$ cat src/rtl/axi_bridge_pkg.sv
// Shared definitions for the CPU-to-AXI bridge front end.
// AR FSM encodings, default read ids and the write-engine command code.
package axi_bridge_pkg;

  localparam logic [0:0] AR_IDLE = 1'b0;
  localparam logic [0:0] AR_BUSY = 1'b1;

  localparam logic [3:0] INST_ARID_DEF = 4'd0;
  localparam logic [3:0] DATA_ARID_DEF = 4'd1;

  localparam logic [1:0] WR_CMD = 2'b01;

  function automatic logic [2:0] to_arsize(input logic [1:0] size);
    return {1'b0, size};
  endfunction

endpackage

$ cat src/rtl/wr_addr_fifo.sv
// Circular FIFO of outstanding write word addresses.
// A parallel compare port flags reads that hit a pending write.
module wr_addr_fifo #(
  parameter int DEPTH = 4
) (
  input  logic        clk,
  input  logic        resetn,
  input  logic        push,
  input  logic [29:0] push_addr,
  input  logic        pop,
  output logic        full,
  output logic        empty,
  input  logic [29:0] cmp_addr,
  output logic        hit
);

  localparam int AW = $clog2(DEPTH);

  logic [29:0]      mem [DEPTH];
  logic [DEPTH-1:0] vld;
  logic [AW-1:0]    wp;
  logic [AW-1:0]    rp;
  logic             push_ok;
  logic             pop_ok;

  assign full    = &vld;
  assign empty   = ~|vld;
  assign push_ok = push & ~full;
  assign pop_ok  = pop & ~empty;

  always_ff @(posedge clk) begin
    if (!resetn) begin
      vld <= '0;
      wp  <= '0;
      rp  <= '0;
    end else begin
      if (push_ok) begin
        vld[wp] <= 1'b1;
        wp      <= wp + 1'b1;
      end
      if (pop_ok) begin
        vld[rp] <= 1'b0;
        rp      <= rp + 1'b1;
      end
    end
  end

  always_ff @(posedge clk) begin
    if (push_ok) mem[wp] <= push_addr;
  end

  // The entry retiring this cycle no longer blocks a read.
  always_comb begin
    hit = 1'b0;
    for (int i = 0; i < DEPTH; i++) begin
      if (vld[i] && mem[i] == cmp_addr &&
          !(pop_ok && AW'(i) == rp))
        hit = 1'b1;
    end
  end

endmodule

$ cat src/rtl/axi_req_sched.sv
// Request scheduler: arbitrates inst/data reads onto AR,
// issues writes to the write engine and stalls RAW reads.
module axi_req_sched
  import axi_bridge_pkg::*;
#(
  parameter int         WR_DEPTH  = 4,
  parameter logic [3:0] INST_ARID = INST_ARID_DEF,
  parameter logic [3:0] DATA_ARID = DATA_ARID_DEF
) (
  input  logic        clk,
  input  logic        resetn,
  input  logic        inst_req,
  input  logic [1:0]  inst_size,
  input  logic [31:0] inst_addr,
  output logic        inst_addr_ok,
  input  logic        data_req,
  input  logic        data_wr,
  input  logic [1:0]  data_size,
  input  logic [31:0] data_addr,
  input  logic [3:0]  data_wstrb,
  input  logic [31:0] data_wdata,
  output logic        data_addr_ok,
  output logic [3:0]  arid,
  output logic [31:0] araddr,
  output logic [2:0]  arsize,
  output logic        arvalid,
  input  logic        arready,
  output logic [1:0]  wr_id,
  output logic [31:0] wr_addr,
  output logic [1:0]  wr_size,
  output logic [3:0]  wr_strb,
  output logic [31:0] wr_data,
  input  logic        wr_addr_ok,
  input  logic        bvalid,
  output logic        bready
);

  localparam int CW = $clog2(WR_DEPTH) + 1;

  logic [0:0]    state;
  logic [CW-1:0] wr_cnt;
  logic          cnt_full;
  logic          fifo_full;
  logic          fifo_empty;
  logic          raw_hit;
  logic          b_fire;
  logic          wr_issue;
  logic          d_grant;
  logic          i_grant;

  assign cnt_full = (wr_cnt == CW'(WR_DEPTH));
  // A response with nothing outstanding is dropped.
  assign b_fire   = bvalid & bready &
                    (wr_cnt != '0) & ~fifo_empty;
  assign wr_issue = data_req & data_wr & wr_addr_ok &
                    ~cnt_full & ~fifo_full;

  assign d_grant = (state == AR_IDLE) & data_req &
                   ~data_wr & ~raw_hit;
  assign i_grant = (state == AR_IDLE) & inst_req & ~d_grant;

  assign inst_addr_ok = i_grant;
  assign data_addr_ok = d_grant | wr_issue;
  assign arvalid      = (state == AR_BUSY);

  assign wr_id   = wr_issue ? WR_CMD : 2'b00;
  assign wr_addr = data_addr;
  assign wr_size = data_size;
  assign wr_strb = data_wstrb;
  assign wr_data = data_wdata;

  always_ff @(posedge clk) begin
    if (!resetn) begin
      state  <= AR_IDLE;
      arid   <= '0;
      araddr <= '0;
      arsize <= '0;
    end else begin
      unique case (state)
        AR_IDLE: begin
          if (d_grant) begin
            arid   <= DATA_ARID;
            araddr <= data_addr;
            arsize <= to_arsize(data_size);
            state  <= AR_BUSY;
          end else if (i_grant) begin
            arid   <= INST_ARID;
            araddr <= inst_addr;
            arsize <= to_arsize(inst_size);
            state  <= AR_BUSY;
          end
        end
        AR_BUSY: if (arready) state <= AR_IDLE;
        default: state <= AR_IDLE;
      endcase
    end
  end

  always_ff @(posedge clk) begin
    if (!resetn) begin
      wr_cnt <= '0;
      bready <= 1'b0;
    end else begin
      bready <= 1'b1;
      if (wr_issue && !b_fire)
        wr_cnt <= wr_cnt + 1'b1;
      else if (!wr_issue && b_fire)
        wr_cnt <= wr_cnt - 1'b1;
    end
  end

  wr_addr_fifo #(
    .DEPTH (WR_DEPTH)
  ) u_fifo (
    .clk       (clk),
    .resetn    (resetn),
    .push      (wr_issue),
    .push_addr (data_addr[31:2]),
    .pop       (b_fire),
    .full      (fifo_full),
    .empty     (fifo_empty),
    .cmp_addr  (data_addr[31:2]),
    .hit       (raw_hit)
  );

endmodule
$ cat config.mk
export PLATFORM = sky130hd
export DESIGN_NAME = axi_req_sched
export DESIGN_NICKNAME = d
export VERILOG_FILES = /design/src/rtl/axi_bridge_pkg.sv /design/src/rtl/wr_addr_fifo.sv /design/src/rtl/axi_req_sched.sv
export SDC_FILE = /design/constraint.sdc
export NUM_CORES = 1
export LEC_CHECK = 0
export BUFFER_PORTS_ARGS = -buffer_cell sky130_fd_sc_hd__buf_4
export CAP_MARGIN = 10
export CORE_ASPECT_RATIO = 1.25
export CORE_MARGIN = 10
export CORE_UTILIZATION = 40
export CTS_BUF_LIST = sky130_fd_sc_hd__clkbuf_16
export DETAILED_ROUTE_END_ITERATION = 12
export PLACE_DENSITY = 0.65
export SYNTH_ARGS = -nofsm -noshare
export SYNTH_HDL_FRONTEND = slang
export SYNTH_SLANG_ARGS = --single-unit
$ cat constraint.sdc
create_clock -name clk -period 2.9 [get_ports clk]
set_input_delay 0.58 -clock clk [delete_from_list [all_inputs] [get_ports clk]]
set_output_delay 0.58 -clock clk [all_outputs]
set_load 0.1 [all_outputs]
After elaboration in Yosys (flattened, before gate mapping)
Memory sizes are Yosys's and may differ from the RTL's.
Cells that the tools add are included.
- RAM bits: 120
- flip-flop bits (word level): 52
- memories: 1
- bits of input ports: 112
- logic and storage cells: 106
- output and inout port bits: 115
- memories (memory ; depth ; width ; rd ports ; clocked after memory_dff ; write ports ; line ; RTL):
    u_fifo.mem ; 4 ; 30 ; 4 ; 0 ; 1 ; wr_addr_fifo.sv:19 ; logic [29:0] mem [DEPTH];
- $add $sub $neg: 4
- bitwise logic cells: 24
- order comparisons: 4
- mux-type cells: 27
- equality and inequality tests: 8
- reduce and logical (&&, ||, !) cells: 29
- operators with widths (operator ; number):
    == test 30 bit ; 4
    two-way mux 32 bit ; 2
    two-way mux 4 bit ; 5
    logical AND 1 bit ; 16
    AND 1 bit ; 14
    two-way mux 1 bit ; 13
    two-way mux 3 bit ; 4
    zero test 1 bit ; 6
    < comparator 2 x 3 -> 1 bit (second input constant) ; 2
    NOT 1 bit ; 6
    adder 2 x 1 -> 2 bit (second input constant) ; 2
    AND 4 bit ; 1
    demux 1 bit (select 2 bit) ; 2
    == test 2 bit (first input constant) ; 2
    greater-or-equal comparator 2 x 1 -> 1 bit (second input constant) ; 2
    NOT 4 bit ; 1
    bitwise OR 4 bit ; 1
    AND reduction 4 bit ; 1
    nonzero test 2 bit ; 2
    OR reduction 4 bit ; 1
    adder 3 x 1 -> 3 bit (second input constant) ; 1
    == test 3 bit (second input constant) ; 1
    nonzero test 3 bit ; 1
    subtractor 3 x 1 -> 3 bit (second input constant) ; 1
    5 further kinds ; 5

Longest topological paths before layout
Gate-level depths: netlist of the first run.
- word-level depth: 18
- mapped depth: 10
- mapped depth without buffers: 10

By module
A second synthesis of the first run with hierarchy kept.
- cell total of the unflattened synthesis: 663
- area, all modules: 8050.2 µm²
- modules (own cells, without submodules) (module ; cells each ; area an instance (µm²) ; times used ; sequential area each (µm²)):
    wr_addr_fifo ; 362 ; 5694.2 ; 1 ; 3763.6
    axi_req_sched ; 301 ; 2356.0 ; 1 ; 800.8

Least setup slack after synthesis of the first run
Ideal clock, no wire load.
- kind: input to output
- start point: input data_addr[6]
- end point: output inst_addr_ok
- buffers on the path: 2
- cell stages on the path: 9
- data required time: 2.320 ns
- arrival time: 2.929 ns
- slack: -0.609 ns
- cell sequence: buf_2 -> xnor2_1 -> nand4_1 -> nor4_1 -> nand3_1 -> nand3_1 -> nor2_1 -> buf_6 -> nor2b_1
- word-level cells in the longest chain between the ends: 11
- elaborated cells between the ends (all ways): 20
- classes of those cells: 4 x eq/ne; 4 x mux; 4 x bitwise; 8 x reduce/logical
- ends and longest elaborated chain (what ; line ; RTL):
    start, declared ; axi_req_sched.sv:19 ; input logic [31:0] data_addr,
    == test 30 bit ; wr_addr_fifo.sv:56 ; if (vld[i] && mem[i] == cmp_addr &&
    logical AND 1 bit (2 in a row) ; wr_addr_fifo.sv:56 ;
    two-way mux 1 bit (3 in a row) ; wr_addr_fifo.sv:56 ;
    two-way mux 1 bit * ; wr_addr_fifo.sv:56 ;
    NOT 1 bit * ; axi_req_sched.sv:59 ; ~data_wr & ~raw_hit;
    AND 1 bit * ; axi_req_sched.sv:59 ;
    NOT 1 bit * ; axi_req_sched.sv:60 ; assign i_grant = (state == AR_IDLE) & inst_req & ~d_grant;
    AND 1 bit * ; axi_req_sched.sv:60 ;
    end, declared ; axi_req_sched.sv:15 ; output logic inst_addr_ok,
Every way passes the cells marked *; elsewhere a longest branch is shown, timed or not.

==> results.txt, run 1 <==
* Setup repair after global routing missed its margin: true
- For the worst-skew pair, the clock arrives at the later sink with an insertion delay of 0.44 ns.
- The tightest hold path in the finished design has a slack of 0.382 ns.
- For met2 alone, demand over resource in global routing was 26.6%.
- Summing over every cut layer, the via total after detailed routing is 5039.
- Subtracting the final worst setup slack from the clock period gives 2.86 ns.
- Gate count of the mapped netlist: ~660
- Clock-pin slew was measured on the worst setup and hold paths at 0.07 ns.
- In this run the worst setup path begins at u_fifo.mem[3][24]$_DFFE_PP_.
- The total count of max-transition violations in the final report is 0.
- From synthesis to final layout, the design area changed by 20.4%.
* Number of remaining DRC errors: 0
- Dividing the final minimum period by the clock period gives 98.6%.
- Global routing consumed, on the met3 layer, under 10% of the routing resources.
- The worst hold path belongs to the class input port to flip-flop.
- The congestion estimate from routability-driven global placement came to 0.830.
* Number of buffers created by CTS: 17
- Initial antenna violation count: 0
- In this run the static leakage power is 3.73 nW.
- Number of buffers on the longest clock path: 2
- At the pin with the least slew margin, the transition time is 0.614 ns.
- Dividing the detail-routed wire length by the instance count gives 21.2 microns.
- Start of the worst register-to-register path: wr_cnt[0]$_SDFFE_PN0P_
- 227 I/O pins were placed.
- Grt peak-use layer: met2
- Rows: 58
- Buffers inserted to repair hold after CTS numbered 0.
- Worst Clk Skew: between 0.01 and 0.015 ns
* Clock tree from TritonCTS: yes
* Die area: 26800 sq um
* Number of synthesis warnings: 0
- The floorplan step defined a core boundary enclosing 20200 sq um.
- The worst-case IR drop observed on VDD is 0.000411 V.
- In the final timing run, aggregate negative setup slack is 0 ns.
- Initial core utilization: 40.8%
- Delay of the slowest critical-path stage: ~0.39 ns
* Detailed-placement wirelength estimate: 16900 microns
* Initial DRC count: approximately 240
* Sequential cell area fraction in the yosys report: about 55%
- STA classifies the critical path startpoint as a flip-flop.
- Number of routed nets with antenna violations: 0
- The clock net in this run drives a total of approximately 170 sinks.
* Chip Height: 181 microns
* Top_reg_cell synth: sky130_fd_sc_hd__edfxtp_1
* Post-synthesis instance area: ~8300 sq um
* Pwr Density: 626 nW/um^2
* Met1 Use GR: 18.7%
- Pin count of the biggest net entering global routing: 59
- Syn Area/Cell: 12.6 sq um
- In this run, synthesis inferred 120 flip-flops with an integrated enable.
- Number of global-route vias before repair: 5391
- Using the TritonRoute via totals, the vias-per-cell ratio works out to 4.85.
* Total Nets Final: 878
* Final setup violating endpoints: 0
* Count of different cell masters after synthesis: 31
- For this run, asynchronously set or reset flops after synthesis account for 0%.
- The critical path goes through xnor2_1, nand4_1, nor4_1, nand3_1, nand3_2, nor2_4, or2_4, buf_12.
- Summed over all layers, the global routing overflow is 0.
- Endpoint type of the worst setup path: output pin
- Die width: approximately 150 microns
* Fin. Hold Viols: 0
* Category of the critical setup timing path: flip-flop to output pin
- Clock Tree Root: sky130_fd_sc_hd__clkbuf_16
- Critical-path maximum fanout: 3
* Worst path required time: 2.32 ns
- Number of I/O port buffers: 149
* Antenna diode instance count: 0
- The first global-routing pass estimated 32900 microns of wire.
- Timing would allow up to 350 MHz.
- After detailed routing, the total wire length is ~22000 microns.
- Critical hold path startpoint: data_addr[14]
- Slowest CP cell: sky130_fd_sc_hd__edfxtp_1
- For flop-to-flop paths, the worst setup slack is 0.48 ns.
- The filler cells instantiated in the layout total roughly 1800.
* Number of maximum-capacitance violations: 0
* Outcome: complete, no violations
- Share of post-route cells with drive strength above 1: between 30 and 40%
- In this run, synthesis produced a sequential element count of 168.
- In the global route stage, overall resource usage came out at 16.2%.
* Deepest level of the CTS H-tree: 4
- Critical path data arrival time: 2.28 ns
- The first detailed-routing pass ran for 4 iterations.
- Relative slew slack: about three fifths
## worst paths after layout
path,endpoint,cells past startpoint
worst max-delay path,data_addr_ok,8
worst min-delay path,u_fifo.mem[0][12]$_DFFE_PP_,1
worst max register to register,wr_cnt[2]$_SDFFE_PN0P_,10
worst min register to register,u_fifo.rp[1]$_SDFFE_PN0P_,2
## power breakdown
group,internal (mW),total [mW],switching (mW)
sequential,2.64,2.68,0.0392
combinational,0.378,1.26,0.877
clock,1.29,2.28,0.998
total,4.30,6.22,1.91
## cell usage in the layout, fill, tap and decap left out, drive strengths merged, types with 4 or more instances in the layout
cell,Yosys,routed
and2,7,7
buf,113,201
clkbuf,10,17
clkinv,0,6
conb,1,5
dfxtp,48,48
edfxtp,120,120
ha,9,9
inv,6,11
mux2,34,34
mux2i,36,36
nand2,75,75
nand3,10,10
nand4,29,29
nor2,4,4
nor2b,6,6
nor4,9,9
o211a,4,4
xnor2,123,123
## routing by layer
metal,vias up,wire length [microns]
met5,-,0
met2,185,10700
met4,0,986
met3,78,1650
met1,2419,8650
li1,2357,-
## worst max-delay path, delay by kind of cell, from the launching register on
family | cells | cell delay, ns
xor+xnor | 1 | 0.20
buf+inv | 1 | 0.16
flops | 1 | 0.39
simple gates | 6 | 1.08
## metrics by stage
stage	power, mW	setup WS [ns]	util, %	cell area [sq um]	cells
finish	6.22	0.0413	49.1	9930	1039
global route	6.42	-0.0312	49.1	9930	1039
CTS	6.27	-0.0154	48.9	9900	1039
detailed placement	3.98	-0.193	45.5	9220	1007
global placement	3.97	-0.167	45.5	9220	1007
floorplan	3.91	-0.0760	-	8270	659
## sequential cells by signal, indices dropped and copies added (netlist names)
| signal | cells |
|---|---|
| araddr | 32 |
| arid | 1 |
| u_fifo.wp | 2 |
| wr_cnt | 3 |
| bready | 1 |
| u_fifo.mem | 120 |
| u_fifo.vld | 4 |
| arvalid | 1 |
| u_fifo.rp | 2 |
| arsize | 2 |
## cells in the mapped netlist, drive strengths merged, types with 4 or more instances
library cell	count	area (sq um)
nand3	10	50.1
ha	9	113
nor2b	6	37.5
nand4	29	181
dfxtp	48	961
nor2	4	17.5
and2	7	43.8
nor4	9	56.3
edfxtp	120	3600
mux2	34	383
xnor2	123	1080
inv	6	22.5
mux2i	36	360
clkbuf	10	37.5
buf	113	887
o211a	4	40.0
nand2	75	282
## cell type report
| type | instances | area, sq um | area share [%] |
|---|---|---|---|
| Tap cell | 270 | 338 | 3.40 |
| Clock buffer | 17 | 425 | 4.28 |
| Multi-Input combinational cell | 362 | 2880 | 29.0 |
| Sequential cell | 168 | 4570 | 46.0 |
| Clock inverter | 15 | 166 | 1.68 |
| Timing Repair Buffer | 201 | 1540 | 15.5 |
| Inverter | 6 | 22.5 | 0.227 |
## kinds of logic after synthesis
logic type	after synthesis	synth area share, %
xor gates and xnor gates	124	13.2
other	1	0.0454
DFF	168	55.3
adders and majority gates	10	1.61
and+or+nand+nor	142	8.25
buffers and inverters	129	11.5
muxes	70	9.01
AOI/OAI and AO/OA	11	1.14
## what timing repair did
item / CTS / global route
setup endpoints to repair: 2 / 2
pin swaps: 6 / 5
resized for setup: 15 / 5
buffers inserted: 0 / 0
Power figures use the tool's default switching activity.
==> run 2, diff against run 1 <==
==> constraint.sdc (replaced) <==
create_clock -name clk -period 2.9 [get_ports clk]
set_input_delay 0.435 -clock clk [delete_from_list [all_inputs] [get_ports clk]]
set_output_delay 0.435 -clock clk [all_outputs]
set_load 0.1 [all_outputs]
==> results.txt, run 2 (synthesis gave the netlist of run 1 again) <==
- Outcome: complete, no violations
* Placeable core region: about 20000 sq um
* Gr ovfl total: 0
- Layout-stage area growth over the synthesis result: 16.4%
- The register with the most flip-flops in the layout has 120 of them.
* WL final: 21000 microns
- VDD sags by at most slightly below 0.0004 V.
- The routed layout has 4828 vias.
- Timing would allow up to 365 MHz.
- Most frequent cells in the layout: 159 x sky130_fd_sc_hd__buf_4, 120 x sky130_fd_sc_hd__xnor2_1, 120 x sky130_fd_sc_hd__edfxtp_1, 75 x sky130_fd_sc_hd__nand2_1, 48 x sky130_fd_sc_hd__dfxtp_1
- Once detail routing completed, the nets flagged for antenna violations numbered 0.
- Fin. Hold Viols: 0
* Internal power contribution: 4.27 mW
* Category of the critical setup timing path: flip-flop to output pin
- Port buffering added around 150 buffers.
- In this run, flip-flops and latches consume 43.6% of the power.
- Count of clock tree sinks: 168
- Relative slew slack: 47.6%
* Worst Clk Skew: 0.0148 ns
* Sum of negative setup slack: 0 ns
- Largest register by flop count: u_fifo.mem
- The longest clock path from root to sink contains 2 buffers.
- STA classifies the critical path endpoint as an output pin.
- Total Nets Final: 838
- The initial antenna violation count was 0.
- Final critical delay including setup and external delays: 2.74 ns
- Critical path data arrival time: 2.30 ns
- For the pin with the worst max-slew slack, the measured transition is 0.786 ns.
- Layout fillers: 1809
- In the final layout, the registers with the most flip-flops are u_fifo.mem: 120 flops, araddr: 32 flops, u_fifo.vld: 4 flops.
- Pin count of the biggest net entering global routing: 76
* Clk pin slew, worst setup/hold paths: 0.07 ns
- For the worst setup path, the data required time is roughly 2.5 ns.
* Die width: roughly 150 microns
- In this run, the number of DRC markers left after iteration 0 of detailed routing was 328.
- The die covers 26800 sq um.
- Clock Power Share: 36.7%
* Vias per inst: 4.83
- approximately 230 I/O pins were placed.
- In this run the power spent charging and discharging nets is 1.87 mW.
- Area after DPL: between 8000 and 9000 sq um
- Chip Height: 181 microns
- Number of max-slew violations in the final report: 0
- Net switching is a little under a third of the power.
* Final setup violating endpoints: 0
- Hold repair after CTS inserted 0 buffers.
* Routing usage on met3: 5.45%
* Most common cell after layout, fill and taps aside: sky130_fd_sc_hd__buf_4
- Post-route clock period utilization: 94.4%
- Deepest level of the CTS H-tree: 4
- For this design the ratio of total power to cell area is 639 nW/um^2.
- Number of global-route vias before repair: 5252
* Grt peak-use layer: met2
- In the routed design, unresolved DRC markers number 0.
- Clock tree from TritonCTS: yes
* Rows: 58
* Classification of the worst-slack hold path: input port to flip-flop
- Layout Cell Area excl Fill: 9600 sq um
- The number of antenna diodes in the final layout is 0.
- Routed length per instance: about 21 microns
* Detailed-placement wirelength estimate: 15400 microns
- The tree is rooted in a sky130_fd_sc_hd__clkbuf_16.
- Insertion delay to the later sink of the worst-skew pair: approximately 0.43 ns
- Once the floorplan was initialized, standard cells occupied 40.8% of the core.
* Met2 layer usage reported by global route: 24.7%
- The first TritonRoute pass finished after 4 iterations.
- Combinational logic is responsible for 19.6% of the overall power.
* Setup repair after global routing missed its margin: false
- Number of maximum-capacitance violations: 0
- Final weighted congestion of routability-driven global placement: 0.851
- The first global-routing pass estimated about 31000 microns of wire.
- Global routing consumed, on the met1 layer, 17.5% of the routing resources.
* Critical-path maximum fanout: 3
* Number of buffers created by CTS: 17
- Global routing used between 15 and 20% of the available tracks.
* Share of post-route cells with drive strength above 1: 33.2%
- Setup crit start kind: flip-flop
- The analysis attributes to cell leakage a power of ~3.5 nW.
-- run 2: cell types whose count changed in the layout (fill, tap and decap cells not counted), sizes merged --
cell,delta
clkinvlp,+1
buf,-40
clkinv,-1
-- run 2: path summary, 6_finish.rpt --
path                              start                   endpoint  slack [ns]  cells after the start
min                        data_size[0]     arsize[0]$_SDFFE_PN0P_        0.27                      3
min reg2reg   u_fifo.rp[1]$_SDFFE_PN0P_  u_fifo.rp[1]$_SDFFE_PN0P_        0.52                      2
max          u_fifo.mem[1][8]$_DFFE_PP_               data_addr_ok        0.16                      8
max reg2reg      wr_cnt[0]$_SDFFE_PN0P_     wr_cnt[2]$_SDFFE_PN0P_        0.56                      9
-- run 2: worst max-delay path, stage by stage, from the launching register on --
cell	delay, ns
sky130_fd_sc_hd__edfxtp_1	0.42
sky130_fd_sc_hd__xnor2_2	0.16
sky130_fd_sc_hd__nand4_1	0.26
sky130_fd_sc_hd__nor4_4	0.30
sky130_fd_sc_hd__nand3_1	0.15
sky130_fd_sc_hd__nand3_2	0.13
sky130_fd_sc_hd__nor2_4	0.05
sky130_fd_sc_hd__or2_4	0.23
sky130_fd_sc_hd__buf_12	0.16
-- run 2: through the flow --
stage	hold slack, ns	util, %	power [mW]	instances	setup slack (ns)
finish	0.271	47.4	6.14	999	0.161
global route	0.258	47.4	6.35	999	0.0495
CTS	0.253	47.2	6.20	999	0.0276
detailed placement	0.509	44.0	3.94	967	0.0522
global placement	0.493	44.0	3.92	967	0.0800
floorplan	0.463	-	3.91	659	0.0469
-- run 2: what timing repair did --
item                       in CTS  in global routing
resized for setup               7                  9
buffers inserted                0                  0
setup endpoints to repair       2                  2
pin swaps                       2                  5
-- run 2: power groups by stage --
stage | combinational (mW) | clock (mW) | sequential, mW
after floorplan | 0.861 | 0 | 3.05
after global placement | 1.19 | 0 | 2.73
after detailed placement | 1.21 | 0 | 2.73
after CTS | 1.21 | 2.31 | 2.68
after global routing | 1.27 | 2.40 | 2.69
final | 1.21 | 2.25 | 2.68
-- run 2: area by class of cell --
| cell class | instances | area [sq um] | area share, % |
|---|---|---|---|
| well taps | 270 | 338 | 3.52 |
| multi-input cells | 362 | 2860 | 29.7 |
| clock buffers | 17 | 425 | 4.43 |
| flip-flops and latches | 168 | 4560 | 47.5 |
| inverters | 6 | 22.5 | 0.234 |
| clock inverters | 15 | 165 | 1.72 |
| repair buffers | 161 | 1230 | 12.8 |
-- run 2: layer usage --
layer	vias up	routed length [microns]
met5	-	0
met4	0	941
met3	65	1990
met2	177	9980
met1	2303	8090
li1	2283	-
==> run 3, diff against run 2 <==
--- a/config.mk
+++ b/config.mk
@@ -5,14 +5,15 @@
 export SDC_FILE = /design/constraint.sdc
 export NUM_CORES = 1
 export LEC_CHECK = 0
+export ABC_AREA = 1
 export BUFFER_PORTS_ARGS = -buffer_cell sky130_fd_sc_hd__buf_4
-export CAP_MARGIN = 10
 export CORE_ASPECT_RATIO = 1.25
 export CORE_MARGIN = 10
 export CORE_UTILIZATION = 40
 export CTS_BUF_LIST = sky130_fd_sc_hd__clkbuf_16
 export DETAILED_ROUTE_END_ITERATION = 12
-export PLACE_DENSITY = 0.65
+export PLACE_DENSITY = 0.63
+export SKIP_CTS_REPAIR_TIMING = 1
 export SYNTH_ARGS = -nofsm -noshare
 export SYNTH_HDL_FRONTEND = slang
 export SYNTH_SLANG_ARGS = --single-unit
==> results.txt, run 3 <==
- The first detailed-routing pass took 5 iterations.
- Summed over all failing endpoints, the final setup total negative slack is 0 ns.
- Number of buffers on the longest clock path: 2
- Leading post-synthesis cells by instance count: 443 x sky130_fd_sc_hd__nand2_1, 201 x sky130_fd_sc_hd__nor2_1, 141 x sky130_fd_sc_hd__inv_1
* Critical hold path startpoint: data_addr[6]
* Number of routed nets with antenna violations: 0
- The largest registers in the layout are u_fifo.mem: 120 flops, araddr: 32 flops, u_fifo.vld: 4 flops.
- Initial DRC count: 733
- The tool flagged a number of max-cap violations equal to 0.
- WL final: 37400 microns
* Gate count of the mapped netlist: 1331
* Relative slew slack: 44.1%
- Top-level port count: 227
- Clk pin slew, worst setup/hold paths: about 0.060 ns
- Summing every instance area after synthesis gives between 10000 and 15000 sq um.
* Cells on Worst Hold Path: 1
* Number of synthesis warnings: 0
- Outcome: complete, no violations
* Placeable core region: 25100 sq um
* Number of I/O port buffers: 149
* Setup crit start kind: flip-flop
- Most common cell after layout, fill and taps aside: sky130_fd_sc_hd__nand2_1
- Of the post-synthesis cell area, the dominant cell type holds 35.4%.
* Synth Area in Compound Gates: 2.68%
* Share of cell area taken by muxes after synthesis: 0%
* Clock tree from TritonCTS: yes
- By area the synthesized netlist is led by sky130_fd_sc_hd__edfxtp_1 35%, sky130_fd_sc_hd__nand2_1 16%, sky130_fd_sc_hd__dfxtp_1 9.4%.
- Worst setup margin: ~0.08 ns
* Combinational family with the most area after synthesis: simple AND/OR/NAND/NOR gates
- Cell occurring most often along the worst timing path: sky130_fd_sc_hd__nand2_1
- Number of max-slew violations in the final report: 0
- The critical path is of the flip-flop to output pin type.
- At the worst endpoint, the arrival time is about 2.4 ns.
- CTS built an H-tree with a depth of 4.
- Async S/R FF share, synth: 0%
- The net count of the finished layout is 1607.
- The critical path contains buffers and inverters numbering 2 combined.
* Layout-stage area growth over the synthesis result: 21.0%
* Delay of the slowest critical-path stage: 0.50 ns
- Initial antenna violation count: 0
* Number of flip-flops in the largest register: 120
* Chip Height: 198 microns
- Setup repair after global routing left no endpoint under its margin.
* Number of remaining DRC errors: 0
- In the synthesized netlist the dominant register cell turns out to be sky130_fd_sc_hd__edfxtp_1.
- Pwr Density: approximately 550 nW/um^2
* Layout Cell Area excl Fill: 12300 sq um
- The worst register-to-register path begins at wr_cnt[0]$_SDFFE_PN0P_.
- Across the VDD grid, the largest voltage drop is 0.000401 V.
- Basic-gate share of the synthesized area counting and, or, nand and nor cells: 32.9%
- Detailed-placement wirelength estimate: about 30000 microns
* Largest register by flop count: u_fifo.mem
* Worst R2R Path Depth: 13
- Max Clock Freq: 355 MHz
* Pin count of the biggest net entering global routing: between 40 and 50
* Final weighted congestion of routability-driven global placement: 1.00
- Across every metal layer, demand over resource in global routing totals 22.9%.
- The synthesized netlist devotes 3.19% of its cell area to XOR and XNOR gates.
- Number of global-route vias before repair: between 8000 and 9000
- Register bit total from synthesis: 168
- The detailed router placed 8966 vias in this run.
- Die area: 32200 sq um
- Once the floorplan was initialized, standard cells occupied 40.5% of the core.
- The tree is rooted in a sky130_fd_sc_hd__clkbuf_16.
- Area leader, netlist: sky130_fd_sc_hd__edfxtp_1
* Final critical delay including setup and external delays: 2.82 ns
- After detailed routing, the average wire length per cell comes to 20.4 microns.
* Slew at the pin with the worst max-slew slack: 0.836 ns
* Crit path cell chain: nand2_1, o21ai_1, inv_1, nand3_1, nor2_1, nand2_1, nor2_1, nand2_1, nand2_2, nor2_4, nor2_2, buf_12
- Area after DPL: ~12000 sq um
- Sequential cell area fraction in the yosys report: roughly 45%
- Insertion delay to the later sink of the worst-skew pair: 0.45 ns
- In the post-synthesis netlist, the cell with the most instances is sky130_fd_sc_hd__nand2_1.
- Leakage: 5.95 nW
- The min-delay analysis places its worst path in the category input port to flip-flop.
- Rows: 65
* Worst hold-check slack: 0.219 ns
- Post-placement setup slack: 0.119 ns
- Of all nets on the critical path, the largest fanout is 3.
- Yosys mapped a number of flops with a built-in enable equal to 120.
- The worst setup path is captured at an output pin.
- Among cell families on the critical path, the largest total delay comes from simple AND/OR/NAND/NOR gates.
- Worst Clk Skew: 0.0141 ns
- Final setup violating endpoints: 0
- Gr ovfl total: 0
* Number of buffers created by CTS: 17
- In the layout the commonest cells are 443 x sky130_fd_sc_hd__nand2_1, 240 x sky130_fd_sc_hd__buf_4, 194 x sky130_fd_sc_hd__nor2_1, 143 x sky130_fd_sc_hd__inv_1, 120 x sky130_fd_sc_hd__edfxtp_1.
* Count of different cell masters after synthesis: 37
- The first global-routing pass estimated roughly 55000 microns of wire.
- Syn Area/Cell: 7.64 sq um
* Register-to-register setup slack: around 0.40 ns
* Slowest CP cell: sky130_fd_sc_hd__edfxtp_1
- Fraction of the mapped netlist area in adder cells: 1.30%
* Core Util, Final: 48.9%
- Count of clock tree sinks: about 170
- After detailed routing, the number of vias per cell comes to 4.89.
- In the final layout, the share of cells above drive strength 1 is 21.7%.
* Capture endpoint of the worst hold path: u_fifo.mem[3][4]$_DFFE_PP_
- Post-route clock period utilization: 97.2%
* RR Endpoint: araddr[20]$_SDFFE_PN0P_
* Die width: roughly 160 microns
- Fin. Hold Viols: 0
- Worst path required time: approximately 2.5 ns
==> run 3: layout make-up <==
class                           count  area (sq um)
Tap cell                          335           419
Clock inverter                     15           209
Antenna cell                        1          2.50
Fill cell                        2477         12800
Multi-Input combinational cell    892          4120
Inverter                          157           589
Timing Repair Buffer              249          1970
Sequential cell                   168          4570
Clock buffer                       17           425
==> run 3: metal layers <==
layer	GRT usage, %	wire, microns	up-vias
li1	-	-	4381
met5	0	0	-
met3	4.34	2610	109
met4	11.9	2090	0
met1	27.1	14800	4146
met2	38.5	17900	330
==> run 3: worst max-delay path by stage <==
stage | startpoint | endpoint | slack, ns | depth (start not counted)
finish | u_fifo.mem[0][9]$_DFFE_PP_ | inst_addr_ok | 0.08 | 12
detailed placement | data_addr[21] | inst_addr_ok | 0.12 | 12
global route | u_fifo.mem[2][16]$_DFFE_PP_ | inst_addr_ok | 0.01 | 10
global placement | data_addr[21] | inst_addr_ok | 0.1 | 12
floorplan | bready$_DFF_P_ | data_addr_ok | 0.15 | 10
CTS | u_fifo.mem[2][18]$_DFFE_PP_ | inst_addr_ok | -0.12 | 10
==> run 3: where the power goes <==
group          total [mW]  switching [mW]  internal [mW]
Combinational        1.60            1.16          0.441
Clock                2.50           0.986           1.52
Sequential           2.69          0.0420           2.65
==> run 3: through the flow <==
step	instances	total power [mW]
after floorplan	1335	4.11
after global placement	1798	4.33
after detailed placement	1798	4.34
after CTS	1830	6.84
after global routing	1833	7.05
final	1834	6.79
==> run 3: worst register-to-register path, stage by stage (launching register included) <==
cell	delay [ns]
sky130_fd_sc_hd__dfxtp_1	0.40
sky130_fd_sc_hd__nor2_1	0.10
sky130_fd_sc_hd__nand2_1	0.16
sky130_fd_sc_hd__nand3_4	0.09
sky130_fd_sc_hd__nor2_2	0.18
sky130_fd_sc_hd__nor2_1	0.06
sky130_fd_sc_hd__nand3_1	0.10
sky130_fd_sc_hd__o21bai_1	0.10
sky130_fd_sc_hd__nor2_4	0.65
sky130_fd_sc_hd__nand3_1	0.21
sky130_fd_sc_hd__buf_4	0.19
sky130_fd_sc_hd__nand2_1	0.07
sky130_fd_sc_hd__nor2_1	0.04
sky130_fd_sc_hd__nor2_1	0.07
==> run 3: kinds of logic (layout without fill, tap and decap cells) <==
logic type	count (synthesis)	after routing
simple gates	789	789
flops	168	168
buf+inv	275	438
other cells	1	6
xor+xnor	37	37
fa+ha+maj	10	10
compound gates	51	51
